<file path="config.mk">
export PLATFORM = sky130hd
export DESIGN_NAME = perf_counter_bank
export DESIGN_NICKNAME = d
export VERILOG_FILES = /design/src/rtl/perf_pkg.sv /design/src/rtl/perf_counter_cell.sv /design/src/rtl/perf_counter_bank.sv
export SDC_FILE = /design/constraint.sdc
export NUM_CORES = 1
export LEC_CHECK = 0
export ABC_AREA = 1
export BUFFER_PORTS_ARGS = -buffer_cell sky130_fd_sc_hd__buf_2
export CAP_MARGIN = 30
export CELL_PAD_IN_SITES_DETAIL_PLACEMENT = 1
export CELL_PAD_IN_SITES_GLOBAL_PLACEMENT = 1
export CORE_MARGIN = 2
export CORE_UTILIZATION = 48
export DETAILED_ROUTE_END_ITERATION = 16
export PLACE_DENSITY = 0.81
export SLEW_MARGIN = 10
export SYNTH_ARGS = -nofsm -noshare
export SYNTH_HDL_FRONTEND = slang
export SYNTH_SLANG_ARGS = --single-unit
</file>
<file path="constraint.sdc">
create_clock -name clk -period 3.2 [get_ports clk]
set_input_delay 0.16 -clock clk [delete_from_list [all_inputs] [get_ports clk]]
set_output_delay 0.16 -clock clk [all_outputs]
set_load 0.01 [all_outputs]
</file>
<file path="src/rtl/perf_pkg.sv">
// Shared constants for the performance counter bank: FSM encoding and channel indices.
package perf_pkg;

    typedef enum logic {
        ST_RUN    = 1'b0,
        ST_FROZEN = 1'b1
    } perf_state_e;

    localparam int CH_CYCLE  = 0;
    localparam int CH_UNCOND = 1;
    localparam int CH_COND   = 2;
    localparam int CH_TAKEN  = 3;
    localparam int CH_LDUSE  = 4;

endpackage

</file>
<file path="src/rtl/perf_counter_cell.sv">
// One counter channel: live count, shadow copy and sticky overflow flag.
module perf_counter_cell #(
    parameter int CNT_W = 32,
    parameter bit SAT   = 1'b0
) (
    input  logic             clk,
    input  logic             RST,
    input  logic             inc_i,
    input  logic             clr_i,
    input  logic             snap_i,
    output logic [CNT_W-1:0] cnt_o,
    output logic [CNT_W-1:0] shadow_o,
    output logic             ovf_o
);

    logic [CNT_W-1:0] cnt_q, cnt_d;
    logic [CNT_W-1:0] shadow_q, shadow_d;
    logic             ovf_q, ovf_d;
    logic             at_max;

    assign at_max = &cnt_q;

    always_comb begin
        cnt_d    = cnt_q;
        ovf_d    = ovf_q;
        // Shadow always captures the pre-edge value, so clr/inc on the same edge do not leak in.
        shadow_d = snap_i ? cnt_q : shadow_q;
        if (clr_i) begin
            cnt_d = '0;
            ovf_d = 1'b0;
        end else if (inc_i) begin
            ovf_d = ovf_q | at_max;
            cnt_d = (at_max && SAT) ? cnt_q : cnt_q + 1'b1;
        end
    end

    always_ff @(posedge clk) begin
        if (RST) begin
            cnt_q    <= '0;
            shadow_q <= '0;
            ovf_q    <= 1'b0;
        end else begin
            cnt_q    <= cnt_d;
            shadow_q <= shadow_d;
            ovf_q    <= ovf_d;
        end
    end

    assign cnt_o    = cnt_q;
    assign shadow_o = shadow_q;
    assign ovf_o    = ovf_q;

endmodule

</file>
<file path="src/rtl/perf_counter_bank.sv">
// Cycle counter plus NUM_CH event counters with halt freeze, atomic snapshot and registered read port.
module perf_counter_bank
    import perf_pkg::*;
#(
    parameter int NUM_CH = 4,
    parameter int CNT_W  = 32,
    parameter bit SAT    = 1'b0,
    parameter int SEL_W  = 4
) (
    input  logic              clk,
    input  logic              RST,
    input  logic              halt,
    input  logic              clr,
    input  logic              snap,
    input  logic [NUM_CH-1:0] ev,
    input  logic [SEL_W-1:0]  rd_sel,
    input  logic              rd_shadow,
    output logic [CNT_W-1:0]  rd_data,
    output logic [NUM_CH:0]   ovf,
    output logic              frozen
);

    perf_state_e state_q, state_d;
    logic        count_en;
    logic        auto_snap;
    logic        snap_take;

    logic [NUM_CH:0]            inc;
    logic [NUM_CH:0][CNT_W-1:0] cnt;
    logic [NUM_CH:0][CNT_W-1:0] shd;
    logic [CNT_W-1:0]           rd_data_q, rd_data_d;

    always_comb begin
        state_d   = state_q;
        count_en  = 1'b0;
        auto_snap = 1'b0;
        case (state_q)
            ST_RUN: begin
                if (halt) begin
                    state_d   = ST_FROZEN;
                    auto_snap = 1'b1;
                end else begin
                    count_en = 1'b1;
                end
            end
            ST_FROZEN: begin
                if (!halt) state_d = ST_RUN;
            end
            default: state_d = ST_RUN;
        endcase
    end

    always_ff @(posedge clk) begin
        if (RST) state_q <= ST_RUN;
        else     state_q <= state_d;
    end

    assign snap_take     = snap | auto_snap;
    assign inc[0]        = count_en;
    assign inc[NUM_CH:1] = ev & {NUM_CH{count_en}};

    for (genvar k = 0; k <= NUM_CH; k++) begin : g_cell
        perf_counter_cell #(
            .CNT_W (CNT_W),
            .SAT   (SAT)
        ) u_cell (
            .clk      (clk),
            .RST      (RST),
            .inc_i    (inc[k]),
            .clr_i    (clr),
            .snap_i   (snap_take),
            .cnt_o    (cnt[k]),
            .shadow_o (shd[k]),
            .ovf_o    (ovf[k])
        );
    end

    // Unmatched selects (rd_sel > NUM_CH) fall through to zero.
    always_comb begin
        rd_data_d = '0;
        for (int k = 0; k <= NUM_CH; k++) begin
            if (rd_sel == SEL_W'(k)) rd_data_d = rd_shadow ? shd[k] : cnt[k];
        end
    end

    always_ff @(posedge clk) begin
        if (RST) rd_data_q <= '0;
        else     rd_data_q <= rd_data_d;
    end

    assign rd_data = rd_data_q;
    assign frozen  = (state_q == ST_FROZEN);

endmodule

</file>
Yosys cells after proc, flatten, opt, wreduce, memory -nomap -nowiden
Index checks and enable logic that the tools add are counted.
W data, S select, Z words.

operators by class
  div/mod/pow operators = 0
  order comparisons = 0
  bitwise gates (word level) = 7
  reductions and logical operators = 7
  eq/ne operators = 4
  multiplexer cells = 14
  shift operators = 0
  add/subtract/negate cells = 5
  $mul = 0

operators with widths
  kind                     count
  $mux W32                 10
  $add A32 B1 Y32 const B  5
  $reduce_and A32 Y1       5
  $eq A4 B2 Y1 const B     2
  $or A1 B1 Y1             6
  $and A4 B4 Y4            1
  $eq A4 B1 Y1 const B     1
  $eq A4 B3 Y1 const B     1
  $logic_not A4 Y1         1
  $mux W1                  4
  $reduce_or A2 Y1         1

storage, ports and cells
  word-level logic and storage cells = 54
  memories kept = 0
  ROM bits = 0
  input port bits = 14
  output and inout port bits = 38
  latch bits = 0
  bits in writable memories = 0
  flip-flop bits (word level) = 358

Longest topological paths before layout
  depth in word-level cells = 6
  gate-level depth with buffers = 11
  mapped depth without buffers = 10

Hierarchy
Synthesis repeated with hierarchy kept, for this count alone.

unflattened totals
  cell total of the unflattened synthesis = 3061
  area total of the unflattened synthesis = 18789.3 µm²

by module, submodules not included
  module             cells an instance  area an instance (µm²)  sequential area each (µm²)  times used
  perf_counter_cell  435                2937.8                  1301.2                      5
  perf_counter_bank  886                4100.2                  660.6                       1

Worst setup path after synthesis
No wires, ideal clock.

  kind = flip-flop to flip-flop
  start = register state_q (netlist: frozen)
  end = register g_cell[2].u_cell.shadow_q[23]
  buffers on the path = 2
  clock period less this slack = 1538 ps
  cell stages (with the launch flop) = 8
  data arrival time = 1417 ps
  slack = 1662 ps
  required time = 3080 ps
  library setup time = 120 ps
  path through = dfxtp_1 inv_1 a21oi_1 inv_2 buf_4 clkbuf_1 o21ai_0 a21oi_1

between the ends
  cells in the longest elaborated chain, start to end = 2

RTL lines
  element                 line                     source
  start, declared         perf_counter_bank.sv:23  perf_state_e state_q, state_d;
  start signal, assigned  perf_counter_bank.sv:55  else state_q <= state_d;
  $mux W1                 perf_counter_bank.sv:37  case (state_q)
  $or A1 B1 Y1            perf_counter_bank.sv:58  assign snap_take = snap | auto_snap;
  end signal, assigned    perf_counter_cell.sv:44  shadow_q <= shadow_d;
  end, declared           perf_counter_cell.sv:17  logic [CNT_W-1:0] shadow_q, shadow_d;

Every way passes these cells.
A chain may end at the register's enable or synchronous reset.

Worst setup path in the final report
  start = register state_q (netlist: frozen)
  end = register g_cell[2].u_cell.cnt_q[28]

between the ends
  cells in the longest elaborated chain, start to end = 2

RTL lines
  element               line                     source
  $mux W1               perf_counter_bank.sv:37
  $and A4 B4 Y4         perf_counter_bank.sv:60  assign inc[NUM_CH:1] = ev & {NUM_CH{count_en}};
  end signal, assigned  perf_counter_cell.sv:43  cnt_q <= cnt_d;
  end, declared         perf_counter_cell.sv:16  logic [CNT_W-1:0] cnt_q, cnt_d;

Every way passes these cells.

==> metrics.md <==
| Metric | Value |
|---|---|
| Status | `finished clean` |
| Crit path top cell by count | `nor2_1` |
| Post-CTS setup repair buffer count | `0` |
| First-pass GRT wire length | `97300 µm` |
| Most frequent cells in the layout | `nand2_1, nor2_1, dfxtp_1` |
| Post-Syn Area | `17500 µm²` |
| Vias in the first global route | `18614` |
| Syn avg cell area | `6.56 µm²` |
| Max Fanout on Critical Path | `11` |
| Initial Utilization | `49.0%` |
| Die W | `195 µm` |
| CTS tree | `yes` |
| Pre-CTS setup slack | `0.889 ns` |
| CP Launch Type | `register` |
| Count of cell types in the netlist | `32` |
| HP Class | `in -> reg` |
| Drt pass-1 iters | `5` |
| Ant diodes | `0` |
| Headroom to the max-slew limit | `31.5%` |
| FF+latch count, synth | `358` |
| Worst setup margin | `0.812 ns` |
| Dpl cell area | `18100 µm²` |
| Ports | `52` |
| Hold WS | `0.108 ns` |
| Vias post-DR | `17992` |
| Setup CP Type | `reg -> reg` |
| Buffers & Inverters on Critical Path | `1` |
| Final-report hold violation count | `0` |
| Post-Route M1 WL | `26200 µm` |
| Row Count | `69` |
| Bufs on Longest Clock Path | `3` |
| Top layer in use | `met4` |
| Vias per cell | `5.70` |
| Hold Path Stages | `3` |
| CTS clk-pin slew, worst paths | `0.06 ns` |
| DIE HEIGHT | `195 µm` |
| Final ANT Viol Nets | `0` |
| Clock latency on the worst-skew pair | `0.58 ns` |
| Routed wire length | `60900 µm` |
| Sequential share of the synthesized area | `41.0%` |
| DR WL/cell | `19.3 µm` |
| Dpl hpwl | `44400 µm` |
| Core area | `35700 µm²` |
| # clock sinks | `358` |
| Final #Nets | `2685` |
| Slowest cell delay on critical path | `0.38 ns` |
| Pin count of the biggest net entering global routing | `123` |
| Layout Skew | `0.0172 ns` |
| Met3 WL post-DR | `2600 µm` |
| RSZ-0062 raised after global routing | `no` |
| Fin Setup TNS | `0 ns` |
| Fin crit period | `2.39 ns` |
| Cell area after layout | `19500 µm²` |
| Reg2Reg Setup Slack | `0.81 ns` |
| Period utilization | `74.6%` |
| CP Capture Type | `register` |
| Worst-Margin Slew | `1.03 ns` |
| H-tree Lvls | `2` |
| Commonest non-fill, non-tap cell in the layout | `nand2_1` |
| CTS buffer count | `43` |
| Worst Reg2Reg Path Length in Cells | `9` |
| Stages on worst setup path | `9` |
| Family with the most delay on the worst path | `simple AND/OR/NAND/NOR gates` |
| Max-slew violations | `0` |
| Critical Path RT | `3.66 ns` |
| Initial antenna violation count | `0` |
| PD cells | `518 nW/µm²` |
| Max VDD drop | `0.323 mV` |
| MaxCap Viol Count | `0` |
| Full die area | `38000 µm²` |
| IO Port Bufs | `51` |
| Drt initial violations | `1069` |
| All-layer global routing usage | `32.1%` |
| RD Place Congestion | `0.907` |
| Metal2 WL | `29100 µm` |
| Mapped Cells | `2669` |
| Max Fclk | `419 MHz` |
| Leak | `7.16 nW` |
| CP cell instances | `nor2_2 -> buf_4 -> nand2_2 -> nor2_1 -> nand3_2 -> nor2_2 -> nand3b_1 -> nor2_1 -> nor2_1` |
| Post-Syn Nets | `2688` |
| GRT overflow | `0` |
| Slowest-stage cell, CP | `nor2_2` |
| Synth Warn # | `0` |
| Layout cells sized above 1 | `6.79%` |
| Critical Path AT | `2.85 ns` |
| # DRC | `0` |
| # setup viols final | `0` |
| Root buffer cell | `clkbuf_16` |
| Layout area overhead | `11.4%` |
## where the power goes
part	switching (mW)	internal, mW	total, mW
Combinational	0.430	0.162	0.592
Clock	1.98	2.91	4.88
Sequential	0.0566	4.57	4.63
Total	2.46	7.64	10.1
## flip-flops by register name (all words and copies together), names as in the netlist
register,count
g_cell.u_cell.ovf_o,5
g_cell.u_cell.cnt_o,160
frozen,1
g_cell.u_cell.shadow_o,160
rd_data,32
## cells by family (layout without fill, tap and decap cells)
family	after synthesis	in the layout	share of synthesized area, %
DFF	358	358	41.0
and+or+nand+nor	1195	1195	28.2
AOI/OAI and AO/OA	681	681	20.4
buffers and inverters	419	446	9.50
adders and majority gates	5	5	0.357
xor gates and xnor gates	11	11	0.550
## final cells by class
cell class,count,area (µm²)
inverter,284,1080
fill,4835,16200
timing repair buffer,87,609
sequential,358,7170
clock inverter,10,100
tap,461,577
multi-input combinational,1892,8690
clock buffer,65,1280
## worst paths after layout
check,endpoint,startpoint
worst min register to register,g_cell[2].u_cell.shadow_o[29]$_SDFFE_PP0P_,g_cell[2].u_cell.shadow_o[29]$_SDFFE_PP0P_
worst max-delay path,g_cell[2].u_cell.cnt_o[28]$_SDFFE_PP0P_,frozen$_SDFF_PP0_
worst max register to register,g_cell[2].u_cell.cnt_o[28]$_SDFFE_PP0P_,frozen$_SDFF_PP0_
worst min-delay path,g_cell[1].u_cell.cnt_o[0]$_SDFFE_PP0P_,ev[0]
## worst register-to-register path, stage by stage (launching register included)
cell,delay (ns)
dfxtp_1,0.32
nor2_2,0.38
buf_4,0.31
nand2_2,0.21
nor2_1,0.32
nand3_2,0.19
nor2_2,0.25
nand3b_1,0.11
nor2_1,0.12
nor2_1,0.07
## cell usage after synthesis
master / number / area share (%)
a21oi_1: 259 / 7.4
nor2_1: 372 / 8.0
nor4_1: 2 / 0.071
a211oi_1: 6 / 0.26
buf_2: 39 / 1.1
nor3b_1: 3 / 0.13
dfxtp_1: 358 / 41
buf_4: 7 / 0.30
ha_1: 5 / 0.36
nand3_2: 3 / 0.17
nor3_1: 75 / 2.1
inv_2: 4 / 0.086
inv_1: 280 / 6.0
xor2_1: 11 / 0.55
nand4_1: 44 / 1.6
a31oi_1: 24 / 0.86
buf_1: 8 / 0.17
nor2_4: 1 / 0.064
buf_6: 2 / 0.13
o21bai_1: 5 / 0.21
and2_1: 1 / 0.036
o21ai_0: 346 / 9.9
nor2_2: 18 / 0.64
a22o_1: 8 / 0.40
nand3_1: 93 / 2.7
o21a_1: 1 / 0.043
nand4_2: 2 / 0.14
nand3b_1: 4 / 0.17
nand2_1: 575 / 12
o211ai_1: 32 / 1.4
nand2_2: 2 / 0.071
clkbuf_1: 79 / 1.7
## routing by layer
layer,up-vias,GRT usage (%)
li1,8722,-
met1,8724,39.5
met2,399,55.6
met3,147,3.92
met4,0,16.3
met5,-,0
## timing repair
item | CTS | global route
hold buffers | 3 | 0
gates resized for setup | 0 | 0
endpoints found under the hold margin | 13 | 0
## through the flow
stage	cells	utilization (%)	power, mW
detailed placement	3078	50.5	5.30
CTS	3156	54.5	10.2
floorplan	2669	-	5.11
global placement	3078	50.5	5.27
finish	3157	54.6	10.1
global route	3157	54.6	10.4
Note: power is estimated with default switching activity, not from simulation.
